File: config.mk
export PLATFORM = sky130hd
export DESIGN_NAME = instr_fetch_unit_flat
export DESIGN_NICKNAME = d
export VERILOG_FILES = /design/src/rtl/instr_fetch_unit_if.sv /design/src/rtl/instr_fetch_unit.sv /design/src/flat_wrapper.sv
export SDC_FILE = /design/constraint.sdc
export NUM_CORES = 1
export LEC_CHECK = 0
export CAP_MARGIN = 10
export CORE_ASPECT_RATIO = 1.2
export CORE_MARGIN = 2
export CORE_UTILIZATION = 49
export CTS_CLUSTER_SIZE = 24
export DETAILED_ROUTE_END_ITERATION = 16
export GPL_ROUTABILITY_DRIVEN = 0
export GPL_TIMING_DRIVEN = 1
export PLACE_DENSITY = 0.87
export SLEW_MARGIN = 15
export SYNTH_ARGS = -nofsm -noshare
export SYNTH_HDL_FRONTEND = slang
export SYNTH_SLANG_ARGS = --single-unit
File: constraint.sdc
create_clock -name clk -period 4.53 [get_ports clk]
set_input_delay 0.906 -clock clk [delete_from_list [all_inputs] [get_ports clk]]
set_output_delay 0.906 -clock clk [all_outputs]
set_load 0.02 [all_outputs]
File: src/rtl/instr_fetch_unit_if.sv
// Fetch-side bus bundle: instruction-memory req/gnt/rvalid channel plus the
// valid/ready channel towards decode. The master is the fetch unit.
interface instr_fetch_unit_if #(
  parameter int WIDTH = 32
);
  logic             mem_req;
  logic [WIDTH-1:0] mem_addr;
  logic             mem_gnt;
  logic             mem_rvalid;
  logic [WIDTH-1:0] mem_rdata;
  logic             out_valid;
  logic [WIDTH-1:0] out_instr;
  logic [WIDTH-1:0] out_pc;
  logic             out_ready;

  modport master (
    output mem_req, mem_addr, out_valid, out_instr, out_pc,
    input  mem_gnt, mem_rvalid, mem_rdata, out_ready
  );

  modport slave (
    input  mem_req, mem_addr, out_valid, out_instr, out_pc,
    output mem_gnt, mem_rvalid, mem_rdata, out_ready
  );
endinterface

File: src/rtl/instr_fetch_unit.sv
// Instruction fetch unit: single-outstanding req/gnt/rvalid fetches from the
// current PC into a small in-order {pc, instr} buffer drained by decode.
module instr_fetch_unit #(
  parameter int WIDTH = 32,
  parameter int DEPTH = 2
) (
  input  logic               clk,
  input  logic               rst,
  input  logic [WIDTH-1:0]   pc,
  output logic               pc_adv,
  input  logic               redirect,
  instr_fetch_unit_if.master bus
);
  localparam int PW = (DEPTH > 1) ? $clog2(DEPTH) : 1;
  localparam int CW = $clog2(DEPTH) + 1;

  typedef enum logic [1:0] {
    IDLE = 2'd0,
    REQ  = 2'd1,
    WAIT = 2'd2,
    DROP = 2'd3
  } state_t;

  state_t           state_r, state_nxt_s;
  logic [WIDTH-1:0] req_addr_r, req_addr_nxt_s;
  logic             mem_req_s, pc_adv_s, push_s, pop_s;
  logic [WIDTH-1:0] mem_addr_s;
  logic [CW-1:0]    count_r, remain_s;
  logic [PW-1:0]    rd_ptr_r, wr_ptr_r, rd_ptr_pop_s;
  logic [WIDTH-1:0] pc_mem_r    [DEPTH];
  logic [WIDTH-1:0] instr_mem_r [DEPTH];
  logic [WIDTH-1:0] head_pc_r, head_instr_r, head_pc_nxt_s, head_instr_nxt_s;
  logic             head_load_s;

  // Fetch sequencing: next state, request outputs and buffer push.
  always_comb begin
    state_nxt_s    = state_r;
    req_addr_nxt_s = req_addr_r;
    mem_req_s      = 1'b0;
    mem_addr_s     = {WIDTH{1'b0}};
    pc_adv_s       = 1'b0;
    push_s         = 1'b0;
    case (state_r)
      IDLE: begin
        if ((count_r < CW'(DEPTH)) && !redirect) begin
          state_nxt_s    = REQ;
          req_addr_nxt_s = pc;
        end else begin
          state_nxt_s = IDLE;
        end
      end
      REQ: begin
        mem_req_s  = 1'b1;
        mem_addr_s = req_addr_r;
        if (bus.mem_gnt) begin
          if (redirect) begin
            state_nxt_s = DROP;
          end else begin
            state_nxt_s = WAIT;
            pc_adv_s    = 1'b1;
          end
        end else if (redirect) begin
          state_nxt_s = IDLE;
        end else begin
          state_nxt_s = REQ;
        end
      end
      WAIT: begin
        if (bus.mem_rvalid) begin
          state_nxt_s = IDLE;
          push_s      = !redirect;
        end else if (redirect) begin
          state_nxt_s = DROP;
        end else begin
          state_nxt_s = WAIT;
        end
      end
      DROP: begin
        if (bus.mem_rvalid) begin
          state_nxt_s = IDLE;
        end else begin
          state_nxt_s = DROP;
        end
      end
      default: begin
        state_nxt_s = IDLE;
      end
    endcase
  end

  // Head register follows the oldest surviving entry; it holds when the buffer drains.
  always_comb begin
    pop_s            = (count_r != {CW{1'b0}}) && bus.out_ready;
    remain_s         = count_r - CW'(pop_s);
    rd_ptr_pop_s     = rd_ptr_r + PW'(pop_s);
    head_load_s      = 1'b0;
    head_pc_nxt_s    = head_pc_r;
    head_instr_nxt_s = head_instr_r;
    if (redirect) begin
      head_load_s = 1'b0;
    end else if (remain_s != {CW{1'b0}}) begin
      head_load_s      = 1'b1;
      head_pc_nxt_s    = pc_mem_r[rd_ptr_pop_s];
      head_instr_nxt_s = instr_mem_r[rd_ptr_pop_s];
    end else if (push_s) begin
      head_load_s      = 1'b1;
      head_pc_nxt_s    = req_addr_r;
      head_instr_nxt_s = bus.mem_rdata;
    end else begin
      head_load_s = 1'b0;
    end
  end

  // State, request address, buffer storage and pointers.
  always_ff @(posedge clk) begin
    if (rst) begin
      state_r      <= IDLE;
      req_addr_r   <= {WIDTH{1'b0}};
      count_r      <= {CW{1'b0}};
      rd_ptr_r     <= {PW{1'b0}};
      wr_ptr_r     <= {PW{1'b0}};
      head_pc_r    <= {WIDTH{1'b0}};
      head_instr_r <= {WIDTH{1'b0}};
      for (int i = 0; i < DEPTH; i++) begin
        pc_mem_r[i]    <= {WIDTH{1'b0}};
        instr_mem_r[i] <= {WIDTH{1'b0}};
      end
    end else begin
      state_r    <= state_nxt_s;
      req_addr_r <= req_addr_nxt_s;
      if (redirect) begin
        count_r  <= {CW{1'b0}};
        rd_ptr_r <= {PW{1'b0}};
        wr_ptr_r <= {PW{1'b0}};
      end else begin
        count_r  <= count_r + CW'(push_s) - CW'(pop_s);
        rd_ptr_r <= rd_ptr_pop_s;
        if (push_s) begin
          pc_mem_r[wr_ptr_r]    <= req_addr_r;
          instr_mem_r[wr_ptr_r] <= bus.mem_rdata;
          wr_ptr_r              <= wr_ptr_r + PW'(1'b1);
        end
      end
      if (head_load_s) begin
        head_pc_r    <= head_pc_nxt_s;
        head_instr_r <= head_instr_nxt_s;
      end
    end
  end

  assign pc_adv        = pc_adv_s;
  assign bus.mem_req   = mem_req_s;
  assign bus.mem_addr  = mem_addr_s;
  assign bus.out_valid = (count_r != {CW{1'b0}});
  assign bus.out_pc    = head_pc_r;
  assign bus.out_instr = head_instr_r;
endmodule

File: src/flat_wrapper.sv
// flat-port wrapper written by rule: the top's interface ports become plain ports
module instr_fetch_unit_flat 
#(
  parameter int WIDTH = 32,
  parameter int DEPTH = 2
)
  (clk, rst, pc, pc_adv, redirect, bus_mem_req, bus_mem_addr, bus_out_valid, bus_out_instr, bus_out_pc, bus_mem_gnt, bus_mem_rvalid, bus_mem_rdata, bus_out_ready);
  instr_fetch_unit_if #(.WIDTH(WIDTH)) bus_i ();
  input  logic clk;
  input  logic rst;
  input  logic [WIDTH-1:0] pc;
  output logic pc_adv;
  input  logic redirect;
  output wire logic [$bits(bus_i.mem_req)-1:0] bus_mem_req;
  output wire logic [$bits(bus_i.mem_addr)-1:0] bus_mem_addr;
  output wire logic [$bits(bus_i.out_valid)-1:0] bus_out_valid;
  output wire logic [$bits(bus_i.out_instr)-1:0] bus_out_instr;
  output wire logic [$bits(bus_i.out_pc)-1:0] bus_out_pc;
  input wire logic [$bits(bus_i.mem_gnt)-1:0] bus_mem_gnt;
  input wire logic [$bits(bus_i.mem_rvalid)-1:0] bus_mem_rvalid;
  input wire logic [$bits(bus_i.mem_rdata)-1:0] bus_mem_rdata;
  input wire logic [$bits(bus_i.out_ready)-1:0] bus_out_ready;
  assign bus_mem_req = bus_i.mem_req;
  assign bus_mem_addr = bus_i.mem_addr;
  assign bus_out_valid = bus_i.out_valid;
  assign bus_out_instr = bus_i.out_instr;
  assign bus_out_pc = bus_i.out_pc;
  assign bus_i.mem_gnt = bus_mem_gnt;
  assign bus_i.mem_rvalid = bus_mem_rvalid;
  assign bus_i.mem_rdata = bus_mem_rdata;
  assign bus_i.out_ready = bus_out_ready;
  instr_fetch_unit #(.WIDTH(WIDTH), .DEPTH(DEPTH)) u_core (.clk(clk), .rst(rst), .pc(pc), .pc_adv(pc_adv), .redirect(redirect), .bus(bus_i));
endmodule
Yosys cells after proc, flatten, opt, wreduce, memory -nomap -nowiden
Memories as Yosys holds them, arrays and structs flattened.
Cells that the tools add are included.
Cells by class
  add/sub/neg operators: 5
  order comparisons: 1
  equality and inequality tests: 3
  mux-type cells: 32
  bitwise gates (word level): 1
  reductions and logical operators: 12
Operator list (number)
  2-to-1 mux 32 bit: 7
  OR reduction 32 bit: 2
  2-to-1 mux 1 bit: 21
  case mux 2 bit (4 select lines): 1
  2-to-1 mux 2 bit: 3
  nonzero test 2 bit: 3
  equality test 2 bit, second input constant: 2
  subtractor 2 x 1 -> 2 bit: 2
  AND reduction 3 bit: 1
  adder 2 x 1 -> 2 bit: 1
  equality test 2 x 1 -> 1 bit, second input constant: 1
  logical AND 1 bit: 2
  logical NOT 2 bit: 1
  < comparator 2 bit, second input constant: 1
  AND reduction 2 bit: 1
  OR reduction 2 bit: 1
  adder 1 bit: 1
  adder 1 bit, second input constant: 1
  logical NOT 1 bit: 1
  NOT 1 bit: 1
Storage, ports and cells
  register bits after elaboration: 102
  memory bits (writable): 128
  input port bits: 70
  memories: 2
Memories
  u_core.instr_mem_r: words 2, width 32, read ports 1, clocked after Yosys merged registers in 0, wr ports 2, line instr_fetch_unit.sv:31  | logic [WIDTH-1:0] instr_mem_r [DEPTH];
  u_core.pc_mem_r: words 2, width 32, read ports 1, clocked after Yosys merged registers in 0, wr ports 2, line instr_fetch_unit.sv:30  | logic [WIDTH-1:0] pc_mem_r [DEPTH];

Depth between registers and ports, before layout
Gate-level depths: netlist (run 1).
  depth in word-level cells: 9
  mapped depth: 9

Least setup slack after synthesis (run 1)
Ideal clock, no wire load.
  path kind: input to register
  from: input redirect
  to: memory u_core.instr_mem_r[0][0] (enable)
  library setup time: 0.499 ns
  data arrival time: 4.197 ns
  required time: 4.031 ns
  path slack: -0.166 ns
  stages on the path: 2
  cell sequence: nand4bb_2 -> o21bai_1
RTL lines
  start, declared: line flat_wrapper.sv:13  | input logic redirect;
  end, declared: line instr_fetch_unit.sv:31

Worst setup path in the final report (run 1)
  from: register u_core.state_r[0]
  to: output bus_mem_addr[14]
Between the ends
  longest elaborated chain between the ends: 2
RTL lines
  start, declared: line instr_fetch_unit.sv:24  | state_t state_r, state_nxt_s;
  start signal, assigned: line instr_fetch_unit.sv:129  | state_r <= state_nxt_s;
  equality test 2 x 1 -> 1 bit: line instr_fetch_unit.sv:43  | case (state_r)
  2-to-1 mux 32 bit: line instr_fetch_unit.sv:43
  end, declared: line flat_wrapper.sv:15  | output wire logic [$bits(bus_i.mem_addr)-1:0] bus_mem_addr;
Every way passes these cells.

==> key figures, run 1 <==
Die
  • Top Ports: 169
  • Starting Density: 50.3%
  • Die width: 138 um
  • Row count: 58
  • Die ar.: 0.0228 mm2
  • Die Ht: around 160 um
  • Core box area: between 0.02 and 0.025 mm2

Worst setup path
  • Worst setup EP type: output port
  • Buf+Inv Stages, Crit Path: 2
  • Crit path DAT: roughly 2.8 ns
  • Slowest stage delay, CP: 0.70 ns
  • WS Path Type: reg -> out
  • Critical Path RT: 3.62 ns
  • Crit path max-delay family: buffers and inverters
  • Worst-path fanout max: 20
  • Crit path max-delay cell type: nor2b_2
  • CP Cell Sequence: nor2b_2 -> buf_4 -> and2_1 -> clkdlybuf4s50_1
  • Worst setup SP type: flop

Synth
  • Post-synth net total: 1001
  • Syn Area/Cell: 11.4 um2
  • Yosys warns: 0
  • Post-Synth Simple-Gate Area: 19.1%
  • Post-synth EDFFs: about 130
  • Complex-gate fraction of the synthesized area: 14.1%
  • Largest family of logic cells by synthesized area: simple AND/OR/NAND/NOR gates
  • Adder-cell area share of the yosys netlist: less than 1%
  • Post-synthesis cell count: roughly 930
  • Mux share of post-synthesis cell area: just under 7%
  • Post-synth top flop: edfxtp_1
  • Seq/Total Area, Yosys: 55.6%
  • Mapped cell area: 0.0106 mm2
  • Yosys cell types: 35
  • Flops & latches, synth: 230
  • Synth async-reset ratio: 0%
  • Xor/xnor share of the synthesized area: 0.402%

Power and ir drop
  • PD cells: 339 mW/mm2
  • Pleak: ~4.7 nW
  • Worst VDD drop: 0.269 mV

GRT
  • Antenna violations before repair: 0
  • Vias in the first global route: 8224
  • Met2 Use GR: 42.8%
  • GRT Residual Overflow: 0
  • First-pass GRT wire length: 43800 um
  • Largest net degree at the start of global routing: 89
  • GRT busiest layer: met2
  • GR Layer Usage met3: 3.48%
  • Global-route usage over all layers: 23.8%
  • M1 GR Usage: 29.4%

Timing
  • Final setup fails: 0
  • Final worst path period need: 3.67 ns
  • Max Slew Vio Count: 0
  • Fin. Hold Viols: 0
  • Post-route setup slack: 0.863 ns
  • Setup TNS Final: 0 ns
  • Unrepaired setup endpoints after global routing: false
  • Relative max-transition margin: 25.0%
  • Fmax: 273 MHz
  • Worst-Margin Slew: approximately 1.1 ns
  • Final Cycle Share: ~81%
  • Clock Skew: 0.00852 ns

Layout
  • Fillers: between 1500 and 2000
  • Commonest non-fill, non-tap cells in the layout: clkdlybuf4s50_1, and2_1, edfxtp_1
  • Share of cells above drive strength 1: 16.5%
  • Antenna diode count: 0
  • Area Overhead vs Synth: 23.8%
  • Commonest non-fill, non-tap cell in the layout: clkdlybuf4s50_1
  • Final Net Count: 1128

Detailed routing
  • DR iter-0 viols: around 690
  • Vias per cell: between 5 and 6
  • Antenna viol nets, final: 0
  • Drt total wl: roughly 28000 um
  • Drt pass-1 iters: 5
  • Average routed wire per standard cell: 20.6 um
  • Routed vias: 7982
  • Remaining DRCs: 0

Clock tree
  • Clock Pin Slew Worst Setup and Hold Paths: 0.06 ns
  • Clk_lat worst skew: 0.50 ns
  • Clock sinks: 230
  • Cts hold-fix bufs: 0
  • Post-CTS Setup Inserts: 0
  • Maximum buffer depth of the clock tree: 3
  • H-tree depth: 1
  • CTS Buf Count: 23
  • Clock root buffer: clkbuf_16
  • Post-CTS Resized: 0
  • CTS tree: done

Place
  • Post-DP HPWL: about 16000 um
  • Setup Slack @ Placement: a little over 0.7 ns
  • I/O Buffers: 168

Min path
  • Hold Crit Class: reg -> reg

Job
  • Max_cap viols: 0

Status
  • Status: completed
layout make-up:
cell class	count	area, um2	share of cell area [%]
Sequential cell	230	5890	44.9
Clock inverter	4	17.5	0.134
Inverter	2	7.51	0.0573
Clock buffer	37	648	4.95
Timing Repair Buffer	186	1830	14.0
Tap cell	270	338	2.58
Multi-Input combinational cell	612	4370	33.4
registers in the layout, indices dropped and copies added (netlist names):
name	cells
u_core.bus.out_instr	32
u_core.bus.out_pc	32
u_core.count_r	2
u_core.instr_mem_r	64
u_core.pc_mem_r	64
u_core.rd_ptr_r	1
u_core.req_addr_r	32
u_core.state_r	2
u_core.wr_ptr_r	1
cells in the mapped netlist (2+ instances only):
| library cell | number | share of area [%] |
|---|---|---|
| xor2_1 | 2 | 0.17 |
| ha_1 | 3 | 0.35 |
| buf_1 | 2 | 0.071 |
| nor3_1 | 4 | 0.19 |
| nor2_1 | 66 | 2.3 |
| or2_2 | 2 | 0.12 |
| nor3b_1 | 2 | 0.14 |
| clkbuf_1 | 67 | 2.4 |
| buf_2 | 8 | 0.38 |
| nand2_1 | 65 | 2.3 |
| dfxtp_1 | 102 | 19 |
| mux2_1 | 11 | 1.2 |
| a211oi_1 | 2 | 0.14 |
| nor2b_1 | 67 | 4.0 |
| edfxtp_1 | 128 | 36 |
| buf_6 | 6 | 0.64 |
| inv_1 | 2 | 0.071 |
| o221a_2 | 64 | 6.8 |
| and2_1 | 161 | 9.5 |
| mux2_2 | 53 | 5.6 |
| o21bai_1 | 2 | 0.14 |
| a311oi_1 | 64 | 5.3 |
| a21oi_1 | 33 | 1.6 |
final timing paths:
path / start / to / slack [ns] / cells past startpoint
setup reg to reg: u_core.state_r[1]$_SDFF_PP0_ / u_core.bus.out_instr[23]$_SDFFE_PP0P_ / 1.93 / 4
hold reg to reg: u_core.req_addr_r[30]$_SDFFE_PP0P_ / u_core.req_addr_r[30]$_SDFFE_PP0P_ / 0.50 / 2
setup / recovery: u_core.state_r[0]$_SDFF_PP0_ / bus_mem_addr[14] / 0.86 / 4
hold / removal: u_core.req_addr_r[30]$_SDFFE_PP0P_ / u_core.req_addr_r[30]$_SDFFE_PP0P_ / 0.50 / 2
per-layer routing:
metal,wire [um],part of all wire (%)
met5,0,0
met4,750,2.7
met3,1700,6.2
met2,14200,52
met1,10900,40
worst min-delay path, delay by kind of cell, from the launching register on:
family	cells	cell delay (ns)
AND/OR/NAND/NOR	1	0.07
flip-flops	1	0.33
AO/OA/AOI/OAI	1	0.06
per-stage QoR:
step / std cells / total power, mW / hold WS (ns) / instance area [um2] / util (%)
after global routing: 1341 / 4.58 / 0.516 / 13100 / 62.2
after global placement: 1299 / 2.72 / 0.482 / 12400 / 59.0
after detailed placement: 1299 / 2.74 / 0.490 / 12400 / 59.0
after CTS: 1340 / 4.45 / 0.503 / 13100 / 62.1
final: 1341 / 4.44 / 0.501 / 13100 / 62.2
after floorplan: 928 / 2.56 / 0.462 / 10600 / -
report_power, final:
| part | internal (mW) | switching [mW] | leakage, nW |
|---|---|---|---|
| clock network | 0.975 | 0.766 | 0.323 |
| registers | 2.27 | 0.0486 | 2.15 |
| logic | 0.176 | 0.205 | 2.19 |
| total | 3.42 | 1.02 | 4.66 |
cell families (layout without fill, tap and decap cells):
group,count (synthesis),after routing
buf+inv,86,229
flops,230,230
mux,64,64
xor+xnor,4,4
compound gates,167,167
simple gates,374,374
fa+ha+maj,3,3
Note: power is estimated with default switching activity, not from simulation.
==> run 2, diff against run 1 <==
==> constraint.sdc (replaced) <==
create_clock -name clk -period 3.15 [get_ports clk]
set_input_delay 0.63 -clock clk [delete_from_list [all_inputs] [get_ports clk]]
set_output_delay 0.63 -clock clk [all_outputs]
set_load 0.02 [all_outputs]
==> run 2 against run 1 <==
Non-clock buffer count grew 3. Wire length grew 0.77%. Core utilization grew 0.90 points. Sequential share of layout area shrank 0.64 points. Sequential cell count is the same. Register-to-register slack lost 1.0 ns. Total power grew 52%. Largest cell class unchanged.
==> key figures, run 2 (synthesis gave the netlist of run 1 again) <==
Clock tree
  • Post-CTS Setup Inserts: 0
  • H-tree depth: 1
  • CTS Buf Count: 23
  • Post-CTS Resized: 0
  • Cts hold-fix bufs: 0
  • Clk_lat worst skew: 0.51 ns
  • Clock root buffer: clkbuf_16
  • Maximum buffer depth of the clock tree: 3
  • CTS tree: done
  • Clock Pin Slew Worst Setup and Hold Paths: 0.06 ns
  • Clock sinks: 230

Timing
  • Unrepaired setup endpoints after global routing: false
  • Clock Skew: ~0.0086 ns
  • Final setup fails: 0
  • Worst-Margin Slew: 0.824 ns
  • Final Cycle Share: 95.8%
  • Fmax: 331 MHz
  • Relative max-transition margin: 45.0%
  • Max Slew Vio Count: 0
  • Post-route setup slack: approximately 0.13 ns
  • Final worst path period need: 3.02 ns
  • Fin. Hold Viols: 0
  • Setup TNS Final: 0 ns

Die
  • Starting Density: 50.3%
  • Die Ht: 165 um
  • Core box area: about 0.021 mm2
  • Top Ports: approximately 170
  • Die width: roughly 140 um
  • Row count: 58
  • Die ar.: approximately 0.023 mm2

Worst setup path
  • WS Path Type: reg -> out
  • Worst setup SP type: flop
  • Crit path max-delay family: buffers and inverters
  • Crit path max-delay cell type: clkdlybuf4s50_1
  • Crit path DAT: 2.39 ns
  • Worst setup EP type: output port
  • Worst-path fanout max: 33
  • CP Cell Sequence: nor2b_2 -> buf_4 -> and2_1 -> clkdlybuf4s50_1
  • Buf+Inv Stages, Crit Path: 2
  • Critical Path RT: 2.52 ns
  • Slowest stage delay, CP: 0.62 ns

Place
  • Setup Slack @ Placement: 0.245 ns
  • Post-DP HPWL: ~16000 um
  • I/O Buffers: 168

GRT
  • Largest net degree at the start of global routing: approximately 100
  • First-pass GRT wire length: approximately 43000 um
  • Met2 Use GR: 42.5%
  • Antenna violations before repair: 1
  • GR Layer Usage met3: between 3 and 4%
  • GRT Residual Overflow: 0
  • Vias in the first global route: 8072
  • M1 GR Usage: between 20% and 30%
  • GRT busiest layer: met2
  • Global-route usage over all layers: between 20% and 30%

Layout
  • Top Registers: u_core.instr_mem_r x64, u_core.pc_mem_r x64
  • Commonest non-fill, non-tap cells in the layout: clkdlybuf4s50_1, and2_1, edfxtp_1
  • Area Overhead vs Synth: 25.6%
  • Commonest non-fill, non-tap cell in the layout: clkdlybuf4s50_1
  • Final Net Count: 1131
  • Antenna diode count: 0
  • Share of cells above drive strength 1: 17.5%
  • Fillers: 1615

Detailed routing
  • Remaining DRCs: 0
  • Vias per cell: 5.94
  • Drt total wl: about 28000 um
  • Drt pass-1 iters: 7
  • Average routed wire per standard cell: 20.7 um
  • DR iter-0 viols: approximately 730
  • Antenna viol nets, final: 0
  • Routed vias: between 7000 and 8000

Power and ir drop
  • Worst VDD drop: 0.487 mV
  • Pleak: 4.75 nW
  • PD cells: 509 mW/mm2

Min path
  • Hold Crit Class: in -> reg

Status
  • Status: completed

Job
  • Max_cap viols: 0
## run 2: layer usage
layer	vias up	part of all wire, %	routed length [um]
li1	3631	-	-
met3	63	7.9	2190
met2	389	50	13900
met5	-	0.040	11
met4	2	3.1	857
met1	3887	39	10800
## run 2: area by class of cell
cell class              instances  area, um2  share of cell area, %
clock buffers                  29        628                   4.73
clock inverters                11        161                   1.21
inverters                       2       7.51                 0.0565
multi-input cells             612       4370                   32.9
flip-flops and latches        230       5890                   44.3
well taps                     270        338                   2.54
repair buffers                189       1890                   14.3
## run 2: worst register-to-register path, stage by stage (launching register included)
cell and delay (ns):
dfxtp_1 0.51, nand4bb_2 0.33, or3_2 0.55, buf_4 0.34, o221a_2 0.38
## run 2: stage by stage
stage	area [um2]	power [mW]	instances	util [%]	hold slack (ns)
detailed placement	12500	3.95	1303	59.4	0.488
global placement	12500	3.93	1303	59.4	0.479
global route	13300	6.95	1343	63.1	0.390
floorplan	10600	3.68	928	-	0.462
CTS	13300	6.80	1343	63.1	0.390
finish	13300	6.77	1343	63.1	0.414
## run 2: final timing paths
| kind | from | to | slack, ns | depth (start not counted) |
|---|---|---|---|---|
| max | u_core.state_r[0]$_SDFF_PP0_ | bus_mem_addr[28] | 0.13 | 4 |
| max reg2reg | u_core.state_r[1]$_SDFF_PP0_ | u_core.bus.out_instr[1]$_SDFFE_PP0P_ | 0.93 | 4 |
| min reg2reg | u_core.req_addr_r[28]$_SDFFE_PP0P_ | u_core.req_addr_r[28]$_SDFFE_PP0P_ | 0.49 | 2 |
| min | rst | u_core.wr_ptr_r$_SDFFE_PP0P_ | 0.41 | 2 |
## run 2: where the power goes
| part | total, mW | internal, mW | switching, mW |
|---|---|---|---|
| clock | 2.88 | 1.74 | 1.14 |
| sequential | 3.33 | 3.26 | 0.0715 |
| combinational | 0.557 | 0.260 | 0.297 |
| total | 6.77 | 5.26 | 1.51 |
